===== src/rtl/word_packer.sv =====
// Packs LANES narrow words into one wide beat; a flush emits a partial beat.
// A two-state FILL/HOLD FSM keeps input and output phases strictly separate.
module word_packer #(
    parameter int WIDTH = 8,
    parameter int LANES = 4,
    localparam int CW = $clog2(LANES + 1)
) (
    input  logic                   clk,
    input  logic                   rst_n,
    input  logic                   in_valid,
    input  logic [WIDTH-1:0]       in_data,
    output logic                   in_ready,
    input  logic                   flush,
    output logic                   out_valid,
    output logic [WIDTH*LANES-1:0] out_data,
    output logic [CW-1:0]          out_count,
    input  logic                   out_ready,
    output logic [15:0]            beats_sent
);

    localparam int IW = $clog2(LANES);

    typedef enum logic {
        FILL = 1'b0,
        HOLD = 1'b1
    } state_e;

    state_e                        state_q, state_d;
    logic [IW-1:0]                 idx_q, idx_d;
    logic [LANES-1:0][WIDTH-1:0]   lane_q, lane_d;
    logic [CW-1:0]                 count_q, count_d;
    logic [15:0]                   beats_q, beats_d;
    logic                          accept;

    assign in_ready   = (state_q == FILL);
    assign out_valid  = (state_q == HOLD);
    assign out_count  = count_q;
    assign beats_sent = beats_q;

    always_comb begin
        state_d = state_q;
        idx_d   = idx_q;
        lane_d  = lane_q;
        count_d = count_q;
        beats_d = beats_q;
        accept  = in_valid && (state_q == FILL);
        case (state_q)
            FILL: begin
                if (accept) begin
                    lane_d[idx_q] = in_data;
                    // A flush on the word that fills the last lane still yields one beat.
                    if ((idx_q == IW'(LANES - 1)) || flush) begin
                        state_d = HOLD;
                        count_d = CW'(idx_q) + CW'(1);
                        idx_d   = '0;
                    end else begin
                        idx_d = idx_q + IW'(1);
                    end
                end else if (flush && (idx_q != '0)) begin
                    state_d = HOLD;
                    count_d = CW'(idx_q);
                    idx_d   = '0;
                end
            end
            HOLD: begin
                if (out_ready) begin
                    state_d = FILL;
                    lane_d  = '0;
                    count_d = '0;
                    beats_d = beats_q + 16'd1;
                end
            end
            default: state_d = FILL;
        endcase
    end

    // Lanes at or above out_count (all of them while filling) read as zero.
    always_comb begin
        out_data = '0;
        for (int i = 0; i < LANES; i++) begin
            if (CW'(i) < count_q) begin
                out_data[i*WIDTH +: WIDTH] = lane_q[i];
            end
        end
    end

    always_ff @(posedge clk or negedge rst_n) begin
        if (!rst_n) begin
            state_q <= FILL;
            idx_q   <= '0;
            lane_q  <= '0;
            count_q <= '0;
            beats_q <= '0;
        end else begin
            state_q <= state_d;
            idx_q   <= idx_d;
            lane_q  <= lane_d;
            count_q <= count_d;
            beats_q <= beats_d;
        end
    end

endmodule


===== config.mk =====
export PLATFORM = sky130hd
export DESIGN_NAME = word_packer
export DESIGN_NICKNAME = d
export VERILOG_FILES = /design/src/rtl/word_packer.sv
export SDC_FILE = /design/constraint.sdc
export NUM_CORES = 1
export LEC_CHECK = 0
export ABC_CLOCK_PERIOD_IN_PS = 1600
export CELL_PAD_IN_SITES_DETAIL_PLACEMENT = 1
export CELL_PAD_IN_SITES_GLOBAL_PLACEMENT = 1
export CORE_AREA = 8 8 95 97
export DETAILED_ROUTE_END_ITERATION = 6
export DIE_AREA = 0 0 103 105
export PLACE_DENSITY_LB_ADDON = 0.1
export SYNTH_ARGS = -nofsm -noshare
export SYNTH_HDL_FRONTEND = slang
export SYNTH_SLANG_ARGS = --single-unit

===== constraint.sdc =====
create_clock -name clk -period 1.6 [get_ports clk]
set_input_delay 0.4 -clock clk [delete_from_list [all_inputs] [get_ports clk]]
set_output_delay 0.4 -clock clk [all_outputs]
set_load 0.005 [all_outputs]

==> summary.md, run 1 <==
| Metric | Value |
|---|---|
| Status | `complete, but fails checks` |
| Failing checks | `setup timing` |
| Core area | `0.00753 sq mm` |
| Detailed Route Iter0 Violations | `81` |
| I/O Buffers | `65` |
| Vias in the first global route | `2827` |
| Setup CP Type | `reg -> out` |
| Pre-CTS setup slack | `-0.380 ns` |
| Crit Path Max Fanout | `4` |
| Top post-synthesis cells by area | `dfrtp_1 48%, mux2i_1 12%, nand2_1 6.6%` |
| Detail-routed via count per cell | `5.02` |
| First-pass GRT wire length | `14700 um` |
| Worst reg2reg path depth | `6` |
| Setup-failing EPs final | `32` |
| Total CTS buffers | `5` |
| Number of enable flip-flop cells after synthesis | `0` |
| Cells after synthesis | `280` |
| CP Launch Type | `register` |
| CTS clock-pin slew for the worst setup and hold paths | `0.09 ns` |
| RSZ-0062 raised after global routing | `true` |
| Peak VDD IR | `0.738 mV` |
| Antenna diodes | `0` |
| Placer Congestion | `0.747` |
| Worst setup EP type | `output pin` |
| Pre-antenna DRT Iters | `4` |
| Hold_ws | `0.0630 ns` |
| Minimum clock period | `1.84 ns` |
| Skew-Pair Late Insertion Delay | `0.31 ns` |
| Ports | `66` |
| Largest net degree at the start of global routing | `55` |
| HPWL Detailed | `5970 um` |
| Skew final | `0.00900 ns` |
| CTS Buffer Depth | `2` |
| Fin crit share | `1.15` |
| Final net count | `417` |
| Final Cell Area | `0.00419 sq mm` |
| Number of synthesized register bits | `54` |
| Most frequent cell after synthesis | `dfrtp_1` |
| Final WS setup | `-0.235 ns` |
| Post-Syn Area per Cell | `10.0 sq um` |
| Required time of the worst setup path | `1.20 ns` |
| Die footprint | `0.0108 sq mm` |
| Pwr Density | `1320 mW/mm^2` |
| Total power | `5.52 mW` |
| Launch point of the worst path | `out_count[1]` |
| Die H | `105 um` |
| Avg WL per Cell | `18.4 um` |
| Global-route total usage across every layer | `0.171` |
| Final wirelength | `9240 um` |
| Initial Util | `0.373` |
| DRC | `0` |
| Hold/Removal Path Class | `in -> async` |
| Lkg Pwr | `2.25 nW` |
| Max-cap viol count | `0` |
| Pins Over Slew Limit | `0` |
| Flop-to-flop setup slack | `0.05 ns` |
| CTS root buf | `clkbuf_8` |
| DP Area | `0.00375 sq mm` |
| Share of layout cells above drive strength 1 | `0.333` |
| Aggregate global routing overflow | `0` |
| Top_reg_cell synth | `dfrtp_1` |
| Fin. Hold Viols | `0` |
| R2r startpoint | `beats_sent[0]` |
| Synth top cells by count | `54 x dfrtp_1, 49 x nand2_1, 34 x mux2i_1` |
| Relative max-transition margin | `0.714` |
| Syn nets | `298` |
| Syn-to-layout area delta | `49.2%` |
| Worst path arrival time | `1.44 ns` |
| Mapped cell area | `0.00281 sq mm` |
| CTS HTree Levels | `2` |
| ANT nets after route | `0` |
| Hold-fix buffers at CTS | `0` |
| Synth warnings | `0` |
| CTS tree | `done` |
| Post-synth top area share | `0.481` |
| Yosys cell types | `29` |
| Least-Margin Pin Slew | `0.428 ns` |
| Clock sink total | `54` |
| Initial antenna violation count | `0` |
| Via count | `2521` |
| Die width | `103 um` |
| Row count | `32` |
| Worst reg2reg endpoint | `beats_sent[8]` |
| Ys async rst share | `1.00` |
| Sequential cell area fraction in the yosys report | `0.481` |
| Max Freq | `0.545 GHz` |
| Area leader, netlist | `dfrtp_1` |
flip-flops by register name, summed over array words and instances (netlist names):
register    flops
beats_sent     16
out_count       3
out_valid       1
idx_q           2
lane_q         32
metrics by stage:
stage	cells	TNS, ns	utilization
floorplan	280	0	-
global placement	456	-10.88	0.498
detailed placement	456	-13.13	0.498
CTS	497	-5.97	0.543
global route	502	-7.29	0.557
finish	502	-5.94	0.557
worst max path at each step:
stage / endpoint / slack [ns] / cells past startpoint
2_1_floorplan: out_data[0] / 0.15 / 2
5_1_grt: out_data[11] / -0.29 / 6
6_report: out_data[2] / -0.24 / 5
3_3_place_gp: out_data[16] / -0.34 / 3
4_1_cts: out_data[8] / -0.24 / 6
3_5_place_dp: out_data[10] / -0.38 / 5
cell usage in the layout, fill, tap and decap left out, drive strengths merged:
master,instances
nor2,4
nor3,2
or2,1
nand2,53
nand3,5
a21boi,1
dfrtp,54
and3,3
mux2i,34
xnor2,13
a21oi,2
o21ai,12
nor4b,1
clkbuf,9
dlymetal6s2s,9
clkdlybuf4s15,3
dlygate4sd2,10
mux2,1
clkdlybuf4s50,12
nor4,1
o22ai,29
xor2,3
nand4,3
a21o,1
ha,5
nor2b,24
and2,8
and4,1
buf,90
inv,6
layer usage:
metal  vias to the layer above  global-route usage  routed length [um]
met5                         -                   0                   0
met4                         0              0.0383                 136
met3                        10              0.0299                 267
met2                        45               0.300                4730
met1                      1261               0.211                4110
li1                       1205                   -                   -
cells by family (layout without fill, tap and decap cells):
kind of cell	Yosys count	count (layout)	synth area share
AO/OA/AOI/OAI	45	45	0.0949
multiplexers	35	35	0.125
buffers and inverters	19	139	0.0272
AND/OR/NAND/NOR	106	106	0.199
adder cells (fa/ha/maj)	5	5	0.0223
flip-flops	54	54	0.481
XOR/XNOR	16	16	0.0499
area by class of cell:
class / instances / area, sq um
Fill cell: 872 / 3340
Sequential cell: 54 / 1360
Tap cell: 102 / 128
Inverter: 5 / 18.8
Timing Repair Buffer: 126 / 1120
Multi-Input combinational cell: 207 / 1470
Clock inverter: 1 / 8.76
Clock buffer: 7 / 86.3
critical path, cell delays in order, from the launching register on:
cell and delay (ns):
dfrtp_2 0.49, nor3_4 0.22, buf_6 0.15, buf_6 0.11
nor2b_1 0.04, buf_2 0.12
power breakdown:
part	switching, mW	total, mW	internal (mW)
logic	1.27	2.64	1.37
registers	0.305	2.05	1.75
clock network	0.472	0.831	0.359
repair_timing:
action | 4_1_cts | 5_1_grt
resized for setup | 174 | 30
pin swaps | 3 | 1
setup endpoints to repair | 54 | 52
setup buffers | 34 | 8
Power figures use the tool's default switching activity.
==> run 2: changes to the inputs <==
- ABC_CLOCK_PERIOD_IN_PS: 1600 -> 1800
- SLEW_MARGIN: unset -> 20
- clock period: 1.6 -> 1.8 ns (I/O delays scaled with it)
==> summary.md, run 2 (synthesis results as in run 1) <==
| Metric | Value |
|---|---|
| Status | `complete, but fails checks (unchanged)` |
| Failing checks | `setup timing (unchanged)` |
| Max-cap viol count | `0 (unchanged)` |
| Placer Congestion | `0.717 (was 0.747)` |
| Clock sink total | `54 (unchanged)` |
| Most frequent cells in the layout | `49 x nand2_1, 47 x dfrtp_1, 34 x mux2i_1, 29 x o22ai_1, 28 x clkdlybuf4s50_1 (was 49 x nand2_1, 47 x dfrtp_1, 37 x buf_4, 34 x mux2i_1, 29 x o22ai_1)` |
| DRC | `0 (unchanged)` |
| Required time of the worst setup path | `1.35 ns (was 1.20 ns)` |
| Via count | `2317 (was 2521)` |
| Post-Layout Cell Count | `470 (was 502)` |
| Core area | `0.00753 sq mm (unchanged)` |
| Skew-Pair Late Insertion Delay | `0.31 ns (about the same)` |
| Hold_ws | `0.116 ns (was 0.0630 ns)` |
| Die H | `105 um (unchanged)` |
| I/O Buffers | `65 (unchanged)` |
| Least-Margin Pin Slew | `0.491 ns (was 0.428 ns)` |
| HPWL Detailed | `5740 um (was 5970 um)` |
| Total power | `4.71 mW (was 5.52 mW)` |
| Avg WL per Cell | `17.2 um (was 18.4 um)` |
| First-pass GRT wire length | `13400 um (was 14700 um)` |
| Skew final | `0.00410 ns (was 0.00900 ns)` |
| Syn-to-layout area delta | `39.3% (was 49.2%)` |
| Initial antenna violation count | `0 (unchanged)` |
| Hold/Removal Path Class | `in -> async (unchanged)` |
| CTS root buf | `clkbuf_8 (unchanged)` |
| Die width | `103 um (unchanged)` |
| Relative max-transition margin | `0.673 (was 0.714)` |
| Max reg flops | `32 (unchanged)` |
| Global-route total usage across every layer | `0.156 (was 0.171)` |
| Final net count | `386 (was 417)` |
| CTS tree | `done (unchanged)` |
| Placed cells | `449 (was 456)` |
| Detail-routed via count per cell | `4.93 (was 5.02)` |
| Lkg Pwr | `1.93 nW (was 2.25 nW)` |
| Largest net degree at the start of global routing | `55 (unchanged)` |
| RSZ-0062 raised after global routing | `true (unchanged)` |
| Peak VDD IR | `0.426 mV (was 0.738 mV)` |
| Total CTS buffers | `5 (unchanged)` |
| R2r startpoint | `idx_q[0] (was beats_sent[0])` |
| Fin. Hold Viols | `0 (unchanged)` |
| Worst reg2reg endpoint | `out_count[0] (was beats_sent[8])` |
| Final WS setup | `-0.105 ns (was -0.235 ns)` |
| Ports | `66 (unchanged)` |
| Final wirelength | `8090 um (was 9240 um)` |
| Initial Util | `0.373 (unchanged)` |
| Setup-failing EPs final | `22 (was 32)` |
| Share of layout cells above drive strength 1 | `0.245 (was 0.333)` |
| Pre-CTS setup slack | `-0.240 ns (was -0.380 ns)` |
| Antenna diodes | `0 (unchanged)` |
| Die footprint | `0.0108 sq mm (unchanged)` |
| Worst reg2reg path depth | `5 (was 6)` |
| CTS Buffer Depth | `2 (unchanged)` |
| Worst path arrival time | `1.46 ns (was 1.44 ns)` |
| Setup CP Type | `reg -> out (unchanged)` |
| Pwr Density | `1200 mW/mm^2 (was 1320 mW/mm^2)` |
| CTS HTree Levels | `2 (unchanged)` |
| Row count | `32 (unchanged)` |
| ANT nets after route | `0 (unchanged)` |
| Most flop-heavy register | `lane_q (unchanged)` |
| Crit Path Max Fanout | `8 (was 4)` |
| CP Launch Type | `register (unchanged)` |
| Worst setup EP type | `output pin (unchanged)` |
| Minimum clock period | `1.91 ns` |
| Vias in the first global route | `2528 (was 2827)` |
| Flop-to-flop setup slack | `0.20 ns (was 0.05 ns)` |
| Aggregate global routing overflow | `0 (unchanged)` |
| Pre-antenna DRT Iters | `4 (unchanged)` |
| # fillers | `866 (was 872)` |
| Pins Over Slew Limit | `0 (unchanged)` |
| Max Freq | `0.525 GHz` |
| Detailed Route Iter0 Violations | `72 (was 81)` |
| CTS clock-pin slew for the worst setup and hold paths | `0.10 ns (was 0.09 ns)` |
| Most common library cell in the layout ignoring fill and taps | `nand2_1 (unchanged)` |
| Hold-fix buffers at CTS | `0 (unchanged)` |
| Fin crit share | `1.06` |
-- run 2: cell count changes in the layout (fill, tap and decap cells not counted), moves of 3 or more --
cell             before  now
and2_1                5    2
and2_4                3    6
nor2b_1              17   20
clkbuf_2              2    6
dlymetal6s2s_1        9    1
nor2b_4               6    2
clkdlybuf4s50_1      12   28
buf_6                24   20
buf_2                25   14
buf_4                37   13
-- run 2: how the worst max path moves through the flow --
| stage | startpoint | to | slack (ns) | cells past startpoint |
|---|---|---|---|---|
| 4_1_cts | out_count[0] | out_data[16] | -0.14 | 5 |
| 5_1_grt | out_count[0] | out_data[5] | -0.18 | 6 |
| 2_1_floorplan | out_count[1] | out_data[0] | 0.30 | 2 |
| 3_5_place_dp | out_count[2] | out_data[16] | -0.24 | 3 |
| 3_3_place_gp | out_count[2] | out_data[16] | -0.20 | 3 |
| 6_report | out_count[0] | out_data[5] | -0.11 | 6 |
-- run 2: routing by layer --
metal  GRT usage  part of all wire
met5           0                 0
met3      0.0352             0.043
met1       0.196              0.46
met2       0.264              0.49
met4      0.0341            0.0075
-- run 2: power breakdown --
part,leakage [nW],switching (mW),internal [mW]
sequential,0.716,0.303,1.55
combinational,1.16,0.975,1.04
clock,0.0573,0.398,0.446
-- run 2: what timing repair did --
action,4_1_cts,5_1_grt
pin swaps,2,1
gates resized for setup,116,29
setup endpoints to repair,38,34
buffers inserted,9,5
-- run 2: final cells by class --
type / count / area [sq um] / area share
inverters: 5 / 18.8 / 0.00480
repair buffers: 95 / 853 / 0.218
well taps: 102 / 128 / 0.0326
clock inverters: 1 / 30.0 / 0.00768
multi-input cells: 207 / 1440 / 0.368
clock buffers: 6 / 82.6 / 0.0211
flip-flops and latches: 54 / 1360 / 0.348
-- run 2: worst max-delay path, stage by stage (launching register included) --
cell and delay, ns:
dfrtp_1 0.41, buf_6 0.13, nor3_4 0.19, buf_6 0.17, buf_6 0.09, nor2b_1 0.03
buf_2 0.12
-- run 2: metrics by stage --
step / area [sq um] / utilization / setup TNS [ns]
2_1_floorplan: 2810 / - / 0
4_1_cts: 3820 / 0.507 / -1.73
5_1_grt: 3910 / 0.520 / -2.72
3_3_place_gp: 3670 / 0.488 / -1.76
3_5_place_dp: 3670 / 0.488 / -2.78
6_report: 3910 / 0.520 / -1.08
==> run 3: changes to the inputs <==
- CAP_MARGIN: unset -> 20
==> results of run 3 <==
The final DEF is identical to that of run 2; final timing and power are the same.
